<file path="src/rtl/rr_mux_arb.sv">
// rr_mux_arb: N-channel valid/ready multiplexer with a one-entry output register.
// Grants one requester per cycle, round-robin or fixed priority.
module rr_mux_arb #(
    parameter int WIDTH = 32,
    parameter int NCH   = 4,
    parameter int RR    = 1,
    localparam int SELW = $clog2(NCH)
) (
    input  logic                 CLK,
    input  logic                 RST,
    input  logic [NCH-1:0]       IN_VALID,
    input  logic [NCH*WIDTH-1:0] IN_DATA,
    output logic [NCH-1:0]       IN_READY,
    output logic                 OUT_VALID,
    output logic [WIDTH-1:0]     OUT_DATA,
    output logic [SELW-1:0]      OUT_SEL,
    input  logic                 OUT_READY
);

    logic              r_vld;
    logic [WIDTH-1:0]  r_data;
    logic [SELW-1:0]   r_sel;
    logic [SELW-1:0]   r_ptr;

    logic              w_accept;
    logic              w_gnt_vld;
    logic [SELW-1:0]   w_gnt_idx;
    logic [SELW-1:0]   w_idx;
    logic [WIDTH-1:0]  w_gnt_data;
    logic [SELW-1:0]   w_ptr_nxt;
    int                w_j;

    assign w_accept = !r_vld || OUT_READY;

    // Search starts at the pointer and wraps; in fixed mode the pointer stays 0.
    always_comb begin
        w_gnt_vld = 1'b0;
        w_gnt_idx = '0;
        w_idx     = '0;
        w_j       = 0;
        for (int k = 0; k < NCH; k++) begin
            w_j = int'(r_ptr) + k;
            if (w_j >= NCH) begin
                w_j = w_j - NCH;
            end
            w_idx = SELW'(w_j);
            if (!w_gnt_vld && IN_VALID[w_idx]) begin
                w_gnt_vld = 1'b1;
                w_gnt_idx = w_idx;
            end
        end
    end

    always_comb begin
        w_gnt_data = '0;
        for (int i = 0; i < NCH; i++) begin
            if (w_gnt_idx == SELW'(i)) begin
                w_gnt_data = IN_DATA[i*WIDTH +: WIDTH];
            end
        end
    end

    always_comb begin
        IN_READY = '0;
        if (RST && w_accept && w_gnt_vld) begin
            IN_READY[w_gnt_idx] = 1'b1;
        end
    end

    assign w_ptr_nxt = (w_gnt_idx == SELW'(NCH-1)) ? '0 : w_gnt_idx + 1'b1;

    always_ff @(posedge CLK or negedge RST) begin
        if (!RST) begin
            r_vld  <= 1'b0;
            r_data <= '0;
            r_sel  <= '0;
            r_ptr  <= '0;
        end else if (w_accept) begin
            if (w_gnt_vld) begin
                r_vld  <= 1'b1;
                r_data <= w_gnt_data;
                r_sel  <= w_gnt_idx;
                if (RR != 0) begin
                    r_ptr <= w_ptr_nxt;
                end
            end else begin
                r_vld <= 1'b0;
            end
        end
    end

    assign OUT_VALID = r_vld;
    assign OUT_DATA  = r_data;
    assign OUT_SEL   = r_sel;

endmodule
</file>
<file path="config.mk">
export PLATFORM = sky130hd
export DESIGN_NAME = rr_mux_arb
export DESIGN_NICKNAME = d
export VERILOG_FILES = /design/src/rtl/rr_mux_arb.sv
export SDC_FILE = /design/constraint.sdc
export NUM_CORES = 1
export LEC_CHECK = 0
export CORE_ASPECT_RATIO = 0.8
export CORE_MARGIN = 3
export CORE_UTILIZATION = 34
export CTS_CLUSTER_DIAMETER = 50
export CTS_CLUSTER_SIZE = 14
export DETAILED_ROUTE_END_ITERATION = 8
export GPL_TIMING_DRIVEN = 1
export PLACE_DENSITY_LB_ADDON = 0.05
export SLEW_MARGIN = 0
export SYNTH_ARGS = -nofsm -noshare
export SYNTH_HDL_FRONTEND = slang
export SYNTH_SLANG_ARGS = --single-unit
export TNS_END_PERCENT = 5
</file>
<file path="constraint.sdc">
create_clock -name CLK -period 2.45 [get_ports CLK]
set_input_delay 0.49 -clock CLK [delete_from_list [all_inputs] [get_ports CLK]]
set_output_delay 0.49 -clock CLK [all_outputs]
set_load 0.005 [all_outputs]
</file>
==> qor.csv <==
metric,value,unit
status,"finished, violations left",
failing checks,negative setup slack,
pin slew with the least headroom to its limit,678,ps
Worst VDD drop,511,µV
top sig layer,met4,
final hold vios,0,
Async SR Flop Fraction,100,%
crit path max fanout,5,
DRC violations left,0,
FP Rows,29,
via count,3236,
Fin Clk Skew,2.90,ps
maxcap violations,0,
Switch Pwr,1.55,mW
Sink Count,37,
Area growth syn-to-layout,72.4,%
number of diodes,0,
WL met1,4270,µm
initial antenna violation count,0,
"Clk pin slew, worst setup/hold paths",70,ps
pin count of the biggest net entering global routing,65,
Reg area,926,µm²
Hold Crit Class,primary input to async pin,
worst hold slack,87.3,ps
# nets final,642,
Most used DFF post-synth,dfrtp_1,
post-route ant nets,0,
grt total ovfl,0,
multi-input logic area,1720,µm²
FMAX,398,MHz
die height,87.8,µm
initial drt markers,166,
htree depth,2,
Post-Syn Area per Cell,8.49,µm²
cell area after synthesis,2850,µm²
GRT Util Overall,20.2,%
Final Worst Setup Slack,-62.8,ps
r2r setup slk,10,ps
"wirelength, routed",10100,µm
"Clk Latency, worst-skew pair",290,ps
CP Data Required Time,1960,ps
Internal,2.57,mW
#FFs+latches synth,37,
power density over the cells,841,nW/µm²
Max Root-Sink Buffers,2,
Sw Ratio,37.6,%
Finished Layout Cells,611,
Initial Utilization,35.5,%
core region area,8020,µm²
Critical path origin,IN_VALID[2],
first-pass GRT wire length,15200,µm
vias in the first global route,3068,
CP Launch Type,primary input,
pre-CTS setup slack,-686,ps
metal2 WL,4780,µm
fin util,61.2,%
type of element capturing the critical path,primary output,
Yosys Warn Count,0,
Routability Congestion,0.826,
final setup fails,3,
DP HPWL,7120,µm
"EDFF count, synth",0,
fill cell count,709,
Power Total,4.13,mW
DR WL/cell,16.5,µm
Ports,174,
register area share after synthesis,32.5,%
layout cells sized above 1,17.3,%
clock root buffer,clkbuf_8,
Pre-antenna DRT Iters,4,
Comb pwr share,63.6,%
setup repair after global routing missed its margin,true,
period utilization,103,%
CP Data Arrival Time,2020,ps
Synth cell types,31,
crit path time final,2510,ps
Syn Nets,474,
via density per instance,5.30,
r2r startpoint,r_ptr[0]$_DFFE_PN0P_,
Placed Cells,600,
TritonCTS clock tree,done,
Seq pwr share,26.0,%
clock network fraction of total power,10.4,%
leakage power,1.90,nW
PortBufs,173,
fin. max-slew vios,0,
synthesized netlist cell count,335,
die area,9510,µm²
Die W,108,µm
Rel. slew slack,54.8,%
routed wl met3,890,µm
Setup CP Type,primary input to primary output,
total clock buffers created by CTS,5,
==> what timing repair did <==
item                                    CTS  global route
buffers inserted                          4             0
gates resized for setup                  41            11
pin swaps                                 6             3
hold buffers                              0             0
endpoints found under the setup margin   36            36
==> cell families after synthesis <==
logic type	Yosys count	synth area share [%]
AOI/OAI and AO/OA	138	36.1
and+or+nand+nor	87	17.7
buffers and inverters	68	11.5
DFF	37	32.5
adders and majority gates	4	1.76
muxes	1	0.396
==> synthesized netlist by cell type (all sizes together) (3+ instances only) <==
library cell  number  area share, %
inv               32            4.2
nand2b             3           0.66
dfrtp             37             33
and3               4           0.88
nand2             35            4.6
clkbuf            20            2.6
a221o             32             11
nor2               4           0.53
nand3b            32            8.4
ha                 4            1.8
buf               16            4.6
a21oi             65             15
a31oi             32            7.0
==> worst max-delay path: stages <==
cell	delay, ps
dlygate4sd2_1	280
nand2b_1	110
a21oi_2	100
or4_4	590
ha_4	180
and3_1	140
buf_2	120
==> power by group through the flow <==
| stage | Clock (mW) | Combinational [mW] | Sequential [mW] |
|---|---|---|---|
| floorplan | 0 | 1.32 | 1.10 |
| global placement | 0 | 2.45 | 1.07 |
| detailed placement | 0 | 2.46 | 1.08 |
| CTS | 0.450 | 2.61 | 1.07 |
| global route | 0.475 | 2.86 | 1.11 |
| finish | 0.430 | 2.63 | 1.07 |
==> routing by layer <==
layer | global-route usage, % | vias to the layer above
met4 | 5.62 | 0
met5 | 0 | -
li1 | - | 1573
met2 | 35.7 | 120
met3 | 5.45 | 11
met1 | 24.4 | 1532
==> final cells by class <==
type / instances / area share (%)
Multi-Input combinational cell: 230 / 35.0
Inverter: 32 / 2.45
Tap cell: 108 / 2.75
Clock buffer: 7 / 1.76
Timing Repair Buffer: 197 / 39.2
Sequential cell: 37 / 18.9
==> through the flow <==
stage | cell area [µm²] | setup TNS [ps]
after global routing | 4910 | -1100
after global placement | 4680 | -17290
after CTS | 4890 | -2610
after floorplan | 2850 | 0
final | 4910 | -149
after detailed placement | 4680 | -19320
==> path summary, 6_finish.rpt <==
| path | cells after the start | endpoint |
|---|---|---|
| setup / recovery | 7 | IN_READY[0] |
| hold / removal | 1 | OUT_SEL[1]$_DFFE_PN0P_ |
| setup reg to reg | 8 | OUT_DATA[16]$_DFFE_PN0P_ |
| hold reg to reg | 2 | OUT_SEL[0]$_DFFE_PN0P_ |
| max in group asynchronous | 2 | OUT_DATA[12]$_DFFE_PN0P_ |
| min in group CLK | 2 | OUT_SEL[0]$_DFFE_PN0P_ |
==> registers in the layout, summed over array words and instances (netlist names) <==
name,flops
OUT_DATA,32
OUT_SEL,2
r_ptr,2
OUT_VALID,1
==> cells in the final DEF, fill, tap and decap left out, types with 6 or more instances in the layout <==
cell type          n
inv_1             32
nand3b_1          32
dfrtp_1           37
a221o_1           32
buf_6              8
a21oi_1           34
clkbuf_8           6
buf_4             17
nand2_1           35
clkdlybuf4s50_1  164
a21oi_2           31
a31oi_1           32
Note: power is estimated with default switching activity, not from simulation.
